`src/rtl/nabp_swap_control.sv`:
```
// Swap/iteration controller for a pair of swappable processing units: arbitrates
// next_itr grants, hands out accumulator parameters, and pairs up swap requests.
module nabp_swap_control #(
  parameter int pItrs       = 8,
  parameter int pItrWidth   = 8,
  parameter int pShW        = 16,
  parameter int pMpInitW    = 16,
  parameter int pMpBaseW    = 16,
  parameter int pShInit     = 0,
  parameter int pShStep     = 1,
  parameter int pMpInitInit = 0,
  parameter int pMpInitStep = 1,
  parameter int pMpBaseInit = 0,
  parameter int pMpBaseStep = 1
) (
  input  logic                 clk,
  input  logic                 reset_n,
  input  logic                 start,
  output logic                 busy,
  output logic                 done,
  output logic [pItrWidth-1:0] itr,
  input  logic                 sw0_swap,
  input  logic                 sw0_next_itr,
  output logic                 sw0_swap_ack,
  output logic                 sw0_next_itr_ack,
  output logic                 sw0_itr_valid,
  output logic [pShW-1:0]      sw0_sh_accu_base,
  output logic [pMpInitW-1:0]  sw0_mp_accu_init,
  output logic [pMpBaseW-1:0]  sw0_mp_accu_base,
  input  logic                 sw1_swap,
  input  logic                 sw1_next_itr,
  output logic                 sw1_swap_ack,
  output logic                 sw1_next_itr_ack,
  output logic                 sw1_itr_valid,
  output logic [pShW-1:0]      sw1_sh_accu_base,
  output logic [pMpInitW-1:0]  sw1_mp_accu_init,
  output logic [pMpBaseW-1:0]  sw1_mp_accu_base,
  output logic [1:0]           dbg_state
);

  // Handshake: a request is a level held until its one-cycle ack; a request
  // still high while its ack is high is ignored, so it is eligible again a cycle later.

  typedef enum logic [1:0] {ST_IDLE = 2'd0, ST_RUN = 2'd1, ST_DONE = 2'd2} state_e;

  localparam logic [pItrWidth-1:0] ITRS     = pItrWidth'(pItrs);
  localparam logic [pShW-1:0]      SH_INIT  = pShW'(pShInit);
  localparam logic [pShW-1:0]      SH_STEP  = pShW'(pShStep);
  localparam logic [pMpInitW-1:0]  MPI_INIT = pMpInitW'(pMpInitInit);
  localparam logic [pMpInitW-1:0]  MPI_STEP = pMpInitW'(pMpInitStep);
  localparam logic [pMpBaseW-1:0]  MPB_INIT = pMpBaseW'(pMpBaseInit);
  localparam logic [pMpBaseW-1:0]  MPB_STEP = pMpBaseW'(pMpBaseStep);

  state_e                 state_q, state_d;
  logic [pItrWidth-1:0]   itr_q;
  logic [pShW-1:0]        sh_acc_q;
  logic [pMpInitW-1:0]    mpi_acc_q;
  logic [pMpBaseW-1:0]    mpb_acc_q;
  logic [1:0]             exh_q;
  logic [1:0]             nack_q;
  logic                   swack_q;
  logic [1:0]             valid_q;
  logic [pShW-1:0]        sh_q  [2];
  logic [pMpInitW-1:0]    mpi_q [2];
  logic [pMpBaseW-1:0]    mpb_q [2];

  logic       run;
  logic       start_run;
  logic       have_itr;
  logic       swap_go;
  logic [1:0] elig;
  logic [1:0] gnt;

  always_comb begin
    run       = (state_q == ST_RUN);
    start_run = (state_q == ST_IDLE) && start;
    have_itr  = (itr_q < ITRS);
    elig      = {sw1_next_itr, sw0_next_itr} & ~nack_q & {2{run}};
    // Unit 0 has fixed priority; a losing unit 1 is served the following cycle.
    gnt       = {elig[1] & ~elig[0], elig[0]};
    swap_go   = run && sw0_swap && sw1_swap && !swack_q;
  end

  always_ff @(posedge clk) begin
    if (!reset_n) state_q <= ST_IDLE;
    else          state_q <= state_d;
  end

  always_comb begin
    state_d = state_q;
    case (state_q)
      ST_IDLE: if (start) state_d = ST_RUN;
      ST_RUN:  if (&exh_q) state_d = ST_DONE;
      ST_DONE: state_d = ST_IDLE;
      default: state_d = ST_IDLE;
    endcase
  end

  always_comb begin
    busy      = (state_q != ST_IDLE);
    done      = (state_q == ST_DONE);
    dbg_state = state_q;
  end

  always_ff @(posedge clk) begin
    if (!reset_n) begin
      itr_q     <= '0;
      sh_acc_q  <= '0;
      mpi_acc_q <= '0;
      mpb_acc_q <= '0;
      exh_q     <= '0;
      nack_q    <= '0;
      swack_q   <= 1'b0;
      valid_q   <= '0;
      for (int n = 0; n < 2; n++) begin
        sh_q[n]  <= '0;
        mpi_q[n] <= '0;
        mpb_q[n] <= '0;
      end
    end else begin
      nack_q  <= gnt;
      swack_q <= swap_go;
      for (int n = 0; n < 2; n++) begin
        if (gnt[n]) begin
          if (have_itr) begin
            sh_q[n]    <= sh_acc_q;
            mpi_q[n]   <= mpi_acc_q;
            mpb_q[n]   <= mpb_acc_q;
            valid_q[n] <= 1'b1;
          end else begin
            valid_q[n] <= 1'b0;
            exh_q[n]   <= 1'b1;
          end
        end
      end
      if (start_run) begin
        itr_q     <= '0;
        sh_acc_q  <= SH_INIT;
        mpi_acc_q <= MPI_INIT;
        mpb_acc_q <= MPB_INIT;
        exh_q     <= '0;
      end else if ((|gnt) && have_itr) begin
        itr_q     <= itr_q + 1'b1;
        sh_acc_q  <= sh_acc_q + SH_STEP;
        mpi_acc_q <= mpi_acc_q + MPI_STEP;
        mpb_acc_q <= mpb_acc_q + MPB_STEP;
      end
    end
  end

  assign itr              = itr_q;
  assign sw0_swap_ack     = swack_q;
  assign sw1_swap_ack     = swack_q;
  assign sw0_next_itr_ack = nack_q[0];
  assign sw1_next_itr_ack = nack_q[1];
  assign sw0_itr_valid    = valid_q[0];
  assign sw1_itr_valid    = valid_q[1];
  assign sw0_sh_accu_base = sh_q[0];
  assign sw1_sh_accu_base = sh_q[1];
  assign sw0_mp_accu_init = mpi_q[0];
  assign sw1_mp_accu_init = mpi_q[1];
  assign sw0_mp_accu_base = mpb_q[0];
  assign sw1_mp_accu_base = mpb_q[1];

endmodule

```
`config.mk`:
```
export PLATFORM = sky130hd
export DESIGN_NAME = nabp_swap_control
export DESIGN_NICKNAME = d
export VERILOG_FILES = /design/src/rtl/nabp_swap_control.sv
export SDC_FILE = /design/constraint.sdc
export NUM_CORES = 1
export LEC_CHECK = 0
export ABC_CLOCK_PERIOD_IN_PS = 6850
export BUFFER_PORTS_ARGS = -buffer_cell sky130_fd_sc_hd__buf_4
export CORE_MARGIN = 8
export CORE_UTILIZATION = 50
export DETAILED_ROUTE_END_ITERATION = 8
export GPL_TIMING_DRIVEN = 0
export PLACE_DENSITY = 0.73
export SLEW_MARGIN = 40
export SYNTH_ARGS = -nofsm -noshare
export SYNTH_HDL_FRONTEND = slang
export SYNTH_SLANG_ARGS = --single-unit
```
`constraint.sdc`:
```
create_clock -name clk -period 6.85 [get_ports clk]
set_input_delay 0.3425 -clock clk [delete_from_list [all_inputs] [get_ports clk]]
set_output_delay 0.3425 -clock clk [all_outputs]
set_load 0.02 [all_outputs]
```
* After elaboration in Yosys (flattened, before gate mapping) *
Memory sizes are Yosys's and may differ from the RTL's.
Index checks and enable logic that the tools add are counted.

storage, ports and cells
  register bits = 65
  RAM bits = 96
  bits of input ports = 7
  output and inout port bits = 114
  word-level logic and storage cells = 67
  memories kept = 3

memories
  memory  depth  bits a word  rd ports  clocked after memory_dff  write ports  RTL line  text
  mpb_q   2      16           2         0                         2            65        logic [pMpBaseW-1:0] mpb_q [2];
  mpi_q   2      16           2         0                         2            64        logic [pMpInitW-1:0] mpi_q [2];
  sh_q    2      16           2         0                         2            63        logic [pShW-1:0] sh_q [2];

cells by class
  add/sub/neg operators = 4
  magnitude comparators = 1
  equality and inequality tests = 4
  multiplexer cells = 17
  bitwise logic cells = 13
  reduce and logical (&&, ||, !) cells = 14

operators by type and width
  cell                                                                    number
  16-bit 2-to-1 mux                                                       6
  16-bit by 1-bit adder with 16-bit output (second input constant)        3
  8-bit by 1-bit adder with 8-bit output (second input constant)          1
  8-bit by 4-bit < comparator with 1-bit output (second input constant)   1
  1-bit 2-to-1 mux                                                        8
  2-bit AND reduction                                                     4
  1-bit bitwise OR                                                        6
  1-bit logical AND                                                       5
  2-bit bitwise AND                                                       2
  2-bit 2-to-1 mux                                                        2
  2-bit case mux with 2 select lines                                      1
  2-bit OR reduction                                                      2
  1-bit NOT                                                               3
  2-bit by 1-bit equality test with 1-bit output (second input constant)  1
  2-bit equality test (second input constant)                             1
  2-bit zero test                                                         1
  2-bit by 1-bit != test with 1-bit output (second input constant)        1
  2-bit != test (second input constant)                                   1
  2-bit NOT                                                               1
  2-bit nonzero test                                                      1
  1-bit bitwise AND                                                       1
  1-bit zero test                                                         1

* Depth between registers and ports, before layout *
  word-level depth = 9
  gate-level depth with buffers = 7
  mapped depth without buffers = 5

* Worst setup path before layout *
No wires, ideal clock.

  path type = reg2reg
  start point = reg state_q[0], in the netlist dbg_state[0]
  end point = mem mpb_q[0][0], enable pin
  setup time = 0.520 ns
  arrival time = 4.318 ns
  required time = 6.330 ns
  setup slack = 2.012 ns
  cell stages (with the launch flop) = 5
  path buffers = 1
  clock period less this slack = 4.838 ns
  path through = dfxtp_1 > nor2b_1 > buf_4 > nand2_1 > o21ai_0

RTL lines
  element                 RTL line  text
  start, declared         54        state_e state_q, state_d;
  start signal, assigned  86        else state_q <= state_d;
  end, declared           65

==> flow_summary.ini <==
[timing]
slew_headroom = 0.451
grt_setup_unrepaired = false
final-max-slew-violation-count = 0
finalSetupViolCount = 0
fin_crit_ns = 2.29
final_hold_viol_count = 0
fin_ws_ns = 4.56
final.period_utilization = 0.334
clock_skew_ns = 0.00673
tightest_slew_ns = 0.823
fmax_mhz = 438

[worst_setup_path]
timing.rr.start = nack_q[0]
critPathMostFrequentCell = buf_8
max_stage_delay_ns = 0.47
critical_path.cell_chain = nor2b_1 -> buf_2 -> nand2_1 -> o21ai_4 -> buf_8 -> buf_8
crit_arrival_ns = 2.41
crit_path_start_kind = flop
critPathKind = reg -> reg
timing.rr.end = sh_q[0][7]
slowest_stage = o21ai_4
rrSetupSlack_ns = 4.56
critPathCaptureType = flop
crit_required_ns = 6.97
cp_max_fo = 14
reg2reg_depth = 6

[hold_path]
holdPathStages = 3
hp-start = sw0_swap
hold_class = in -> reg
worstHoldEndpoint = sw0_swap_ack

[final_layout]
instances_no_fill = 804
n_antenna_cell = 0
drive_gt1_frac = 0.251
fin_nets = 655
syn_to_final_growth_pct = 28.9

[synthesis]
ys_async_sr_fraction = 0
synth.area.mux_share = 0.00162
ys_types = 37
synthFlopType = edfxtp_1
synth_warnings = 0
synth.area.top_cells = edfxtp_1, dfxtp_1, and3_1
synth_xor_area_frac = 0.00852
synthAdderAreaFrac = 0.00812
post-synth-top-area-fraction = 0.468
yosys.area_share.simple = 0.181
syn_nets = 512
synth-compound-area-share = 0.0954
syn-cell-area_mm2 = 0.00617
avgSynthCellArea_um2 = 12.3
synth_edf_count = 96
yosysTopAreaCell = edfxtp_1
netlist_instances = 501
synth_top_family_by_area = simple AND/OR/NAND/NOR gates
ys_ff_latch = 161
synth.yosys.seq_area_share = 0.679

[routing]
drt-initial-drc-count = 445
num_vias = 4731
wl_per_cell_um = 19.2
wl_um = 15400
first_pass_iters = 5
postRouteAntennaNets = 0
drc_errors = 0
vias_per_cell = 5.88

[floorplanning]
design.core.area_mm2 = 0.0120
die-area_mm2 = 0.0161
die_h_um = 127
chipWidth_um = 127
initial_core_util = 0.513
io_pins = 121
placementRows = 40

[placed_design]
dp_hpwl_um = 11100
place_ws_ns = 4.47
numPortBuffers = 120
gp_congestion = 0.848
dp_cells = 772

[grt]
grt_pass1_vias = 4670
grt_max_degree = 26
grt_pass1_wl_um = 24400
overflow = 0
grt_antenna_before_repair = 0
track_usage = 0.190

[cts]
cts_resized = 0
ctsHtreeMaxLevel = 4
ctsHoldBuffers = 0
clk_path_buf_depth = 2
cts_buffers = 17
path_clk_slew_ns = 0.06
insertion_delay_ns = 0.41
cts_tree = built
clockRootBuffer = clkbuf_16
cts_setup_buffers = 0
cts.sinks = 161

[run]
maxCapViolations = 0

[run_status]
status = completed

[pwr]
leakage_nw = 3.11
power.density_mw_per_mm2 = 274
vdd_drop_max_mv = 0.115
[power by group]
part	internal, mW	switching [mW]
combinational	0.0547	0.102
clock	0.592	0.361
sequential	1.05	0.0122
[per-layer routing]
layer	part of all wire	GRT usage	wire, um
met5	0	0	0
met4	0.017	0.0812	265
met3	0.065	0.0433	996
met2	0.50	0.315	7730
met1	0.42	0.235	6440
[per-stage QoR]
stage | instance area (um^2) | hold slack, ns | power [mW] | utilization | TNS (ns)
floorplan | 6170 | 0.437 | 1.17 | - | 0
global placement | 7250 | 0.438 | 1.24 | 0.604 | -0.421
detailed placement | 7350 | 0.449 | 1.24 | 0.612 | 0
CTS | 7950 | 0.156 | 2.18 | 0.662 | 0
global route | 7950 | 0.175 | 2.23 | 0.662 | 0
finish | 7950 | 0.165 | 2.18 | 0.662 | 0
[kinds of logic (layout without fill, tap and decap cells)]
logic type      count (synthesis)  count (layout)
simple gates                  189             189
flops                         161             161
compound gates                100             100
buf+inv                        40             196
xor+xnor                        6               6
fa+ha+maj                       4               4
mux                             1               1
[worst max-delay path, delay by kind of cell (launching register included)]
kind            cells  cell delay, ns
buf+inv             3            0.68
simple gates        2            0.51
compound gates      1            0.47
flops               1            0.32
[registers in the layout (all words and copies together), names as in the netlist]
register      count
mpb_q            32
sh_q             32
itr               8
valid_q           2
sh_acc_q         16
nack_q            2
dbg_state         2
mpi_acc_q        16
sw0_swap_ack      1
exh_q             2
mpi_q            32
mpb_acc_q        16
[cell usage after synthesis, types with 7 or more instances]
cell,count
a21oi_1,46
and3_1,48
and4_1,7
clkbuf_1,22
dfxtp_1,65
edfxtp_1,96
inv_1,9
nand2_1,27
nand3_1,14
nand4_1,9
nor2_1,16
o21ai_0,26
o31ai_1,17
or3_1,19
or4_1,21
[worst max path at each step]
stage | from | end | slack (ns) | cells after the start
5_1_grt | nack_q[0] | mpb_q[0][0] | 4.45 | 6
2_1_floorplan | dbg_state[0] | mpb_q[0][0] | 2.01 | 4
4_1_cts | nack_q[0] | sh_q[0][1] | 4.57 | 6
6_report | nack_q[0] | sh_q[0][7] | 4.56 | 6
3_3_place_gp | sw0_next_itr | sh_q[0][15] | -0.01 | 5
3_5_place_dp | sw0_next_itr | sh_q[0][7] | 4.47 | 7
[cell usage in the layout (no fill, tap or decap), types with 2 or more instances in the layout]
cell        synthesis  final
nor3_1              5      5
a21oi_1            46     46
bufinv_16           0      3
nand2b_1            5      5
nand4_1             9      9
ha_1                4      4
and3_1             48     48
or3_1              19     19
and2_1              6      6
dfxtp_1            65     65
nand2_1            27     26
inv_1               9      9
nor4bb_1            2      2
buf_4               2    122
clkbuf_1           22     26
o21ai_0            26     25
xnor2_1             6      6
nor2b_1             4      4
and4_1              7      7
clkbuf_16           0     17
o31ai_1            17     17
nor4_1              2      2
clkbuf_8            0      2
edfxtp_1           96     96
o21a_1              2      2
buf_2               6      6
nand3_1            14     14
nor2_1             16     16
or4_1              21     21
clkinvlp_4          0      5
buf_8               0      2
o2111ai_1           5      5
[cell type report]
cell class,count,area (um^2)
sequential,161,4180
multi-input combinational,300,1840
tap,147,184
clock buffer,23,468
timing repair buffer,124,978
buffer,30,128
clock inverter,9,133
fill,895,4060
inverter,10,37.5
No activity file was read; power rests on OpenSTA's default activity.
